<file path="src/rtl/rv_pipe_pkg.sv">
// Shared fetch/branch definitions: PC-select encodings, sequencer states, NOP.
package rv_pipe_pkg;

   typedef enum logic [1:0] {
      PC_PLUS4  = 2'b00,
      PC_BRANCH = 2'b01,
      PC_JAL    = 2'b10,
      PC_JALR   = 2'b11
   } pc_sel_e;

   typedef enum logic [1:0] {
      ST_BOOT    = 2'b00,
      ST_FETCH   = 2'b01,
      ST_HOLD    = 2'b10,
      ST_DISCARD = 2'b11
   } seq_state_e;

   localparam logic [31:0] NOP_INSTR = 32'h0000_0013;

endpackage

</file>
<file path="src/rtl/pc_target_calc.sv">
// Redirect target computation: branch/JAL/JALR target, misalignment check
// and substitution of the trap vector.
module pc_target_calc
   import rv_pipe_pkg::*;
#(
   parameter logic [31:0] TRAP_VEC = 32'h0000_0100
) (
   input  logic [1:0]  i_pc_sel,
   input  logic [31:0] i_ex_pc,
   input  logic [31:0] i_ex_imm,
   input  logic [31:0] i_jalr_base,
   output logic [31:0] o_eff_target,
   output logic        o_misaligned
);

   logic [31:0] w_target;

   always_comb begin
      w_target = i_ex_pc + i_ex_imm;
      // JALR clears bit 0 before the alignment check, so only bit 1 can trap.
      if (i_pc_sel == PC_JALR) begin
         w_target = (i_jalr_base + i_ex_imm) & ~32'h1;
      end
      o_misaligned = (i_pc_sel != PC_PLUS4) && (w_target[1:0] != 2'b00);
      o_eff_target = o_misaligned ? TRAP_VEC : w_target;
   end

endmodule

</file>
<file path="src/rtl/pc_sequencer.sv">
// Fetch-side PC sequencer: single-outstanding imem fetch, redirect/flush
// handling and a one-entry skid buffer for load-use stalls.
module pc_sequencer
   import rv_pipe_pkg::*;
#(
   parameter logic [31:0] RESET_PC = 32'h0000_0000,
   parameter logic [31:0] TRAP_VEC = 32'h0000_0100
) (
   input  logic        clk,
   input  logic        rst_n,
   input  logic [1:0]  pcSel,
   input  logic [31:0] exPc,
   input  logic [31:0] exImm,
   input  logic [31:0] jalrBase,
   input  logic        stall,
   output logic        imemReq,
   output logic [31:0] imemAddr,
   input  logic        imemAck,
   input  logic [31:0] imemRdata,
   output logic        ifValid,
   output logic [31:0] ifInstr,
   output logic [31:0] ifPc,
   output logic        flush,
   output logic        misalignTrap
);

   seq_state_e  r_state, w_nxt_state;
   logic [31:0] r_pc, w_nxt_pc;
   logic [31:0] r_disc_addr, w_nxt_disc_addr;
   logic        r_if_valid, w_nxt_if_valid;
   logic [31:0] r_if_instr, w_nxt_if_instr;
   logic [31:0] r_if_pc, w_nxt_if_pc;
   logic [31:0] r_skid_instr, w_nxt_skid_instr;
   logic [31:0] r_skid_pc, w_nxt_skid_pc;
   logic        r_flush, w_nxt_flush;
   logic        r_trap, w_nxt_trap;

   logic        w_redirect;
   logic [31:0] w_eff_target;
   logic        w_misaligned;

   pc_target_calc #(.TRAP_VEC(TRAP_VEC)) u_target (
      .i_pc_sel     (pcSel),
      .i_ex_pc      (exPc),
      .i_ex_imm     (exImm),
      .i_jalr_base  (jalrBase),
      .o_eff_target (w_eff_target),
      .o_misaligned (w_misaligned)
   );

   assign w_redirect = (pcSel != PC_PLUS4);

   always_comb begin
      // NOTE: every next-state value gets a default first so no latch is inferred.
      w_nxt_state      = r_state;
      w_nxt_pc         = r_pc;
      w_nxt_disc_addr  = r_disc_addr;
      w_nxt_if_valid   = r_if_valid;
      w_nxt_if_instr   = r_if_instr;
      w_nxt_if_pc      = r_if_pc;
      w_nxt_skid_instr = r_skid_instr;
      w_nxt_skid_pc    = r_skid_pc;
      w_nxt_flush      = 1'b0;
      w_nxt_trap       = 1'b0;

      if (r_state == ST_BOOT) begin
         w_nxt_state = ST_FETCH;
      end else if (w_redirect) begin
         w_nxt_flush      = 1'b1;
         w_nxt_trap       = w_misaligned;
         w_nxt_if_valid   = 1'b0;
         w_nxt_pc         = w_eff_target;
         w_nxt_skid_instr = NOP_INSTR;
         w_nxt_skid_pc    = 32'h0;
         if ((r_state == ST_HOLD) || imemAck) begin
            w_nxt_state = ST_FETCH;
         end else begin
            // The in-flight request keeps its original address until acked.
            w_nxt_state = ST_DISCARD;
            if (r_state == ST_FETCH) begin
               w_nxt_disc_addr = r_pc;
            end
         end
      end else begin
         case (r_state)
            ST_FETCH: begin
               if (imemAck) begin
                  w_nxt_pc = r_pc + 32'd4;
                  if (stall) begin
                     w_nxt_skid_instr = imemRdata;
                     w_nxt_skid_pc    = r_pc;
                     w_nxt_state      = ST_HOLD;
                  end else begin
                     w_nxt_if_instr = imemRdata;
                     w_nxt_if_pc    = r_pc;
                     w_nxt_if_valid = 1'b1;
                  end
               end else if (!stall) begin
                  w_nxt_if_valid = 1'b0;
               end
            end
            ST_HOLD: begin
               if (!stall) begin
                  w_nxt_if_instr = r_skid_instr;
                  w_nxt_if_pc    = r_skid_pc;
                  w_nxt_if_valid = 1'b1;
                  w_nxt_state    = ST_FETCH;
               end
            end
            ST_DISCARD: begin
               if (imemAck) begin
                  w_nxt_state = ST_FETCH;
               end
            end
            default: ;
         endcase
      end
   end

   always_ff @(posedge clk or negedge rst_n) begin
      if (!rst_n) begin
         r_state      <= ST_BOOT;
         r_pc         <= RESET_PC;
         r_disc_addr  <= 32'h0;
         r_if_valid   <= 1'b0;
         r_if_instr   <= NOP_INSTR;
         r_if_pc      <= 32'h0;
         r_skid_instr <= NOP_INSTR;
         r_skid_pc    <= 32'h0;
         r_flush      <= 1'b0;
         r_trap       <= 1'b0;
      end else begin
         r_state      <= w_nxt_state;
         r_pc         <= w_nxt_pc;
         r_disc_addr  <= w_nxt_disc_addr;
         r_if_valid   <= w_nxt_if_valid;
         r_if_instr   <= w_nxt_if_instr;
         r_if_pc      <= w_nxt_if_pc;
         r_skid_instr <= w_nxt_skid_instr;
         r_skid_pc    <= w_nxt_skid_pc;
         r_flush      <= w_nxt_flush;
         r_trap       <= w_nxt_trap;
      end
   end

   assign imemReq      = (r_state == ST_FETCH) || (r_state == ST_DISCARD);
   assign imemAddr     = (r_state == ST_DISCARD) ? r_disc_addr : r_pc;
   assign ifValid      = r_if_valid;
   assign ifInstr      = r_if_instr;
   assign ifPc         = r_if_pc;
   assign flush        = r_flush;
   assign misalignTrap = r_trap;

endmodule

</file>
<file path="config.mk">
export PLATFORM = sky130hd
export DESIGN_NAME = pc_sequencer
export DESIGN_NICKNAME = d
export VERILOG_FILES = /design/src/rtl/rv_pipe_pkg.sv /design/src/rtl/pc_target_calc.sv /design/src/rtl/pc_sequencer.sv
export SDC_FILE = /design/constraint.sdc
export NUM_CORES = 1
export LEC_CHECK = 0
export CAP_MARGIN = 5
export CORE_MARGIN = 10
export CORE_UTILIZATION = 58
export DETAILED_ROUTE_END_ITERATION = 8
export PLACE_DENSITY = 0.95
export REMOVE_ABC_BUFFERS = 1
export SYNTH_ARGS = -nofsm -noshare
export SYNTH_HDL_FRONTEND = slang
export SYNTH_SLANG_ARGS = --single-unit
export TNS_END_PERCENT = 20
</file>
<file path="constraint.sdc">
create_clock -name clk -period 7 [get_ports clk]
set_input_delay 1.4 -clock clk [delete_from_list [all_inputs] [get_ports clk]]
set_output_delay 1.4 -clock clk [all_outputs]
set_load 0.05 [all_outputs]
</file>
==> out/metrics.cfg, run 1 <==
[synthesis]
synth.distinct_cells=69
async_flop_share_pct=100.0
syn_inst=1452
yosysSeqAreaShare_pct=39.08
synth_ff_type=dfrtp_1
synth_enable_flop_cells=0
synth_warnings=0
synth.ff_latch_count=197
yosysTopAreaCell=dfrtp_1
ys_top_cells_by_area=dfrtp_1, o21ai_0, nand2_1
synthesis.area_um2=12630
yosys.area.top_type_share_pct=37.83
avgSynthCellArea_um2=8.701

[setup_path]
crit_fanout=11
slowest_delay_ns=0.74
rrSetupSlack_ns=3.79
critPathTopFamily=compound AO/OA/AOI/OAI gates
r2r_start=r_state[0]
crit_slowest_cell=a21oi_1
cp.required_ns=7.26
r2r_cells=10
path_cells=clkdlybuf4s50_1, ha_1, inv_1, fa_1, nor2b_1, mux2_2, a21oi_1, nor2_1, a2111oi_0
crit_path_end_kind=flip-flop
r2r_end=r_pc[30]
path_class=in2reg
crit_start=exImm[0]
crit_arrival_ns=4.68
crit_buf_inv=2
start_kind=primary input

[timing]
setup_viol=0
rsz0062_at_grt=no
timing.final.crit_share_pct=63.05
whs_ns=0.4794
slew_headroom_pct=20.15
worstMarginPinSlew_ns=1.198
drv_slew=0
clock_skew_ns=0.01989
finalSetupTns_ns=0
hold_viol=0
fmax_ghz=0.2266
fin_crit_ns=4.413

[global_routing]
grt_pass1_wl_um=60890
grt_use_total_pct=26.00
grt_max_degree=142
overflow=0
first_global_vias=11610
antenna_found_initial=0

[floorplan]
start_util_pct=59.53
die-area_um2=28080
rows=53
die_h_um=167.6
ios=234
dieWidth_um=167.6
core_area_um2=21220

[final_layout]
seqCellArea_um2=4937
final_common_cell=nand2_1
fill_cells=1527
most-common-layout-cells=nand2_1, clkdlybuf4s50_1, o21ai_0
num_antenna_cells=0
synthToLayoutAreaGrowth_pct=23.77
finalNetCount=1825
multi_input_comb_area_um2=7311
drive_above_1_share_pct=7.160

[clock_network]
path_clk_slew_ns=0.07
post_cts_resized=0
ctsHtreeMaxLevel=4
cts_setup_buffers=0
cts_hold_buf=0
cts_tree=done
cts-root-buf=clkbuf_16
numCtsBuffers=17
clkSinkCount=197
clk_latency_ns=0.44
clockBufferDepth=2

[detailed_routing]
wl_per_cell_um=19.90
drc_errors=0
via_count=11840
vias_per_cell=6.201
drt_wl_total_um=37980
drt_iter0_markers=1173
ant_nets=0
dr.pass1.iters=5

[placement]
port_buffers=233
place_congestion=0.9384
hpwlAfterDp_um=28060

[power]
clkPwrFrac_pct=19.4
p_sw_share_pct=44.13
power_switching_w=0.002102
p_leak_nw=6.605
peakVddDrop_uv=217.2
pwr-share-comb_pct=45.9
pwr-share-seq_pct=34.7
power_density_nw_per_um2=304.6
p_int_w=0.002661

[run_status]
status=complete, no violations

[min_path]
min_to=ifPc[23]
hold_start=ifPc[23]
whs_path_depth=2
hold_class=reg2reg

[job]
cap_violations=0

## how the worst max path moves through the flow
stage	depth (start not counted)	end	slack, ns
after floorplan	4	ifInstr[10]	-1.51
after global placement	9	misalignTrap	2.21
after detailed placement	9	misalignTrap	2.13
after CTS	9	misalignTrap	2.56
after global routing	13	r_pc[24]	2.45
final	9	misalignTrap	2.59
## synth_stat cells (6+ instances only)
master / count
a21o_1: 28
a31oi_1: 12
a211oi_1: 6
o31ai_1: 12
o21a_1: 11
xnor2_1: 23
mux2i_1: 68
dfstp_2: 6
nor3_1: 14
buf_1: 15
o22ai_1: 6
xor2_1: 29
nor2_1: 76
inv_1: 24
nand4_1: 11
nand3_1: 28
ha_1: 68
mux2_2: 53
a22oi_1: 7
o21ai_0: 202
dfrtp_1: 191
nor2b_1: 13
and2_1: 9
nand2_1: 267
and3_1: 10
nand2b_1: 8
o211ai_1: 8
a21oi_1: 86
clkbuf_1: 72
## routing by layer
metal  share of wire [%]  vias to the layer above  GRT usage [%]
met3                 8.1                       77          6.110
met5                   0                        -              0
met4                 2.5                        0          8.365
met1                  42                     5650          33.84
li1                    -                     5524              -
met2                  47                      586          41.91
## power by group through the flow
stage | Clock [W] | Sequential [W] | Combinational, W
after floorplan | 0 | 0.00211 | 0.000912
after global placement | 0 | 0.00164 | 0.00212
after detailed placement | 0 | 0.00166 | 0.00218
after CTS | 0.000933 | 0.00164 | 0.00219
after global routing | 0.000977 | 0.00169 | 0.00232
final | 0.000925 | 0.00165 | 0.00218
## flip-flops by register name, indices dropped and copies added (netlist names), 2 cells and up
| name | count |
|---|---|
| ifPc | 32 |
| r_skid_pc | 32 |
| ifInstr | 32 |
| r_pc | 32 |
| r_disc_addr | 32 |
| r_state | 2 |
| r_skid_instr | 32 |
## cell families after synthesis
family	after synthesis	share of synthesized area, %
AOI/OAI and AO/OA	434	20.74
xor gates and xnor gates	52	3.605
adders and majority gates	70	7.052
buffers and inverters	116	3.496
DFF	197	39.08
muxes	121	10.11
and+or+nand+nor	462	15.92
## area by class of cell
class / instances / share of cell area, %
well taps: 275 / 2.201
flip-flops and latches: 197 / 31.58
clock inverters: 14 / 0.7762
inverters: 24 / 0.5761
multi-input cells: 1139 / 46.76
repair buffers: 242 / 15.37
clock buffers: 18 / 2.745
## worst reg2reg max path: cells and delay by family (launching register included)
family / cells / cell delay [ns]
AOI/OAI and AO/OA: 5 / 1.41
adders and majority gates: 1 / 0.40
buffers and inverters: 1 / 0.18
DFF: 1 / 0.44
muxes: 1 / 0.17
and+or+nand+nor: 2 / 0.48
## stage by stage
stage / cell area [um2] / util [%] / cells / worst slack, ns / total power [W]
after floorplan: 12280 / - / 1360 / -1.514 / 0.003026
after global placement: 15090 / 71.09 / 1877 / 2.214 / 0.003762
after detailed placement: 15090 / 71.09 / 1877 / 2.131 / 0.003839
after CTS: 15640 / 73.69 / 1909 / 2.558 / 0.004764
after global routing: 15640 / 73.69 / 1909 / 2.449 / 0.004980
final: 15640 / 73.69 / 1909 / 2.587 / 0.004763
Note: power is estimated with default switching activity, not from simulation.
==> run 2: changes to the inputs <==
Settings changed: CORE_UTILIZATION 58 to 48, PLACE_DENSITY 0.95 to 0.86.
Clock period 7 ns to 3.8 ns, I/O delays scaled along.
==> run 2 against run 1 <==
  * Clock skew down 0.0089 ns
  * Via count decreased by 0.60%
  * Non-clock buffer count up 54
  * Worst setup slack got worse by 2.4 ns
  * Utilization decreased by 11 points
  * Global-route usage down 3.4 points
  * Highest routed layer unchanged
  * Sequential power grew 82%
  * Final cell count grew 6.0%
  * Largest cell class unchanged
  * Cell area rose by 3.5%
  * Clock-buffer cell count rose by 5
==> out/metrics.cfg, run 2 (synthesis gave the netlist of run 1 again) <==
[global_routing]
overflow=0  ; unchanged
first_global_vias=11780  ; +1.4%
grt_pass1_wl_um=62310  ; +2.3%
grt_max_degree=95  ; -33%
antenna_found_initial=0  ; unchanged
grt_use_total_pct=22.64  ; -3.4 points

[floorplan]
core_area_um2=25980  ; +22%
die_h_um=182.2  ; +8.7%
dieWidth_um=182.2  ; +8.7%
die-area_um2=33210  ; +18%
rows=59  ; +11%
ios=234  ; unchanged
start_util_pct=48.62  ; -11 points

[detailed_routing]
ant_nets=0  ; unchanged
via_count=11770  ; -0.60%
drt_iter0_markers=976  ; -17%
drc_errors=0  ; unchanged
drt_wl_total_um=39050  ; +2.8%
dr.pass1.iters=6  ; +1
wl_per_cell_um=19.30  ; -3.0%
vias_per_cell=5.816  ; -6.2%

[clock_network]
ctsHtreeMaxLevel=4  ; unchanged
clk_latency_ns=0.43  ; about the same
cts_tree=done
post_cts_resized=0  ; unchanged
path_clk_slew_ns=0.07  ; about the same
clockBufferDepth=2  ; unchanged
cts-root-buf=clkbuf_16
cts_setup_buffers=0  ; unchanged
cts_hold_buf=0  ; unchanged
clkSinkCount=197  ; unchanged
numCtsBuffers=17  ; unchanged

[final_layout]
stdcell_count=2023  ; +6.0%
synthToLayoutAreaGrowth_pct=28.15
drive_above_1_share_pct=9.953  ; +2.8 points
fill_cells=2189  ; +43%
finalInstanceArea_um2=16190  ; +3.5%
finalNetCount=1879  ; +3.0%
most-common-layout-cells=nand2_1, clkdlybuf4s50_1, o21ai_0
num_antenna_cells=0  ; unchanged
final_common_cell=nand2_1

[power]
p_int_w=0.005138  ; +93%
p_leak_nw=6.893  ; +4.4%
peakVddDrop_uv=520.7  ; +140%
clkPwrFrac_pct=20.2  ; +0.8 points
pwr-share-seq_pct=33.6  ; -1.1 points
p_sw_share_pct=42.63  ; -1.5 points
power_density_nw_per_um2=553.3  ; +82%
power_switching_w=0.003819  ; +82%
pwr-share-comb_pct=46.2  ; +0.3 points

[timing]
drv_slew=0  ; unchanged
slew_headroom_pct=30.21  ; +10 points
rsz0062_at_grt=no
clock_skew_ns=0.01098  ; -0.008904 ns
fmax_ghz=0.2782
timing.final.crit_share_pct=94.58
setup_viol=0  ; unchanged
finalSetupTns_ns=0  ; unchanged
worstMarginPinSlew_ns=1.047  ; -0.1508 ns
hold_viol=0  ; unchanged
fin_crit_ns=3.594

[setup_path]
start_kind=primary input
r2r_start=r_pc[3]
crit_arrival_ns=3.90  ; -0.78 ns
crit_path_end_kind=flip-flop
path_class=in2reg
cp.required_ns=4.10  ; -3.16 ns
crit_fanout=3  ; -8
crit_start=exImm[1]

[run_status]
status=complete, no violations

[placement]
hpwlAfterDp_um=29410  ; +4.8%
postPlaceCellArea_um2=15600  ; +3.4%
port_buffers=233  ; unchanged
dp.cells=1991  ; +6.1%
place_congestion=0.8997  ; -4.1%

[job]
cap_violations=0  ; unchanged

[min_path]
hold_class=in2async

run 2: changes by cell type in the layout (fill, tap and decap cells not counted):
cell,change
inv_6,-2
clkinv_8,-1
clkbuf_1,+3
clkinv_4,-1
inv_8,-1
clkbuf_8,+2
clkinv_2,-2
buf_4,+51
buf_12,+3
bufinv_16,+2
run 2: routing by layer:
layer / GRT usage [%] / vias to the layer above / routed length, um
met1: 29.78 / 5627 / 17290
met2: 37.10 / 467 / 18290
met4: 6.183 / 0 / 822
met3: 4.570 / 58 / 2656
met5: 0 / - / 0
li1: - / 5614 / -
run 2: critical path, stage by stage:
cell	delay [ns]
clkdlybuf4s50_1	0.52
inv_1	0.11
fa_1	0.46
nor2b_1	0.18
o2111ai_1	0.18
a21oi_1	0.31
a211oi_1	0.19
a21oi_1	0.31
a31oi_1	0.20
o21ai_0	0.32
mux2i_1	0.23
a31oi_1	0.09
run 2: worst paths after layout:
path,end,slack [ns],cells after the start
worst max-delay path,r_pc[30],0.21,12
worst min-delay path,ifInstr[5],0.38,1
worst max register to register,r_pc[26],0.65,10
worst min register to register,ifPc[24],0.48,2
max in group asynchronous,ifInstr[0],2.44,2
min in group clk,ifPc[24],0.48,2
run 2: through the flow:
step	util [%]	power [W]	worst slack, ns	hold WS, ns
detailed placement	60.05	0.007164	-0.1735	0.4688
floorplan	-	0.005574	-4.074	0.4483
finish	62.30	0.008957	0.2059	0.3791
global placement	60.05	0.007060	-0.03279	0.4595
global route	62.30	0.009385	0.07340	0.4292
CTS	62.30	0.008984	0.2404	0.4196
run 2: area by class of cell:
cell class                      instances  area, um2  area share, %
Sequential cell                       197       4937          30.50
Multi-Input combinational cell       1139       7311          45.16
Tap cell                              335      419.2          2.589
Timing Repair Buffer                  296       2846          17.58
Clock buffer                           23      467.9          2.890
Inverter                               24      90.09         0.5565
Clock inverter                          9      117.6         0.7265
run 2: power by group through the flow:
stage / Clock, W / Sequential [W] / Combinational [W]
6_report: 0.00181 / 0.00301 / 0.00414
5_1_grt: 0.00191 / 0.00306 / 0.00441
4_1_cts: 0.00183 / 0.00300 / 0.00415
3_5_place_dp: 0 / 0.00303 / 0.00413
3_3_place_gp: 0 / 0.00299 / 0.00407
2_1_floorplan: 0 / 0.00389 / 0.00168
==> run 3: changes to the inputs <==
Settings changed: CAP_MARGIN 5 to 15.
==> results of run 3 <==
Same layout as run 2: the final DEF is identical, and so are final timing and power.
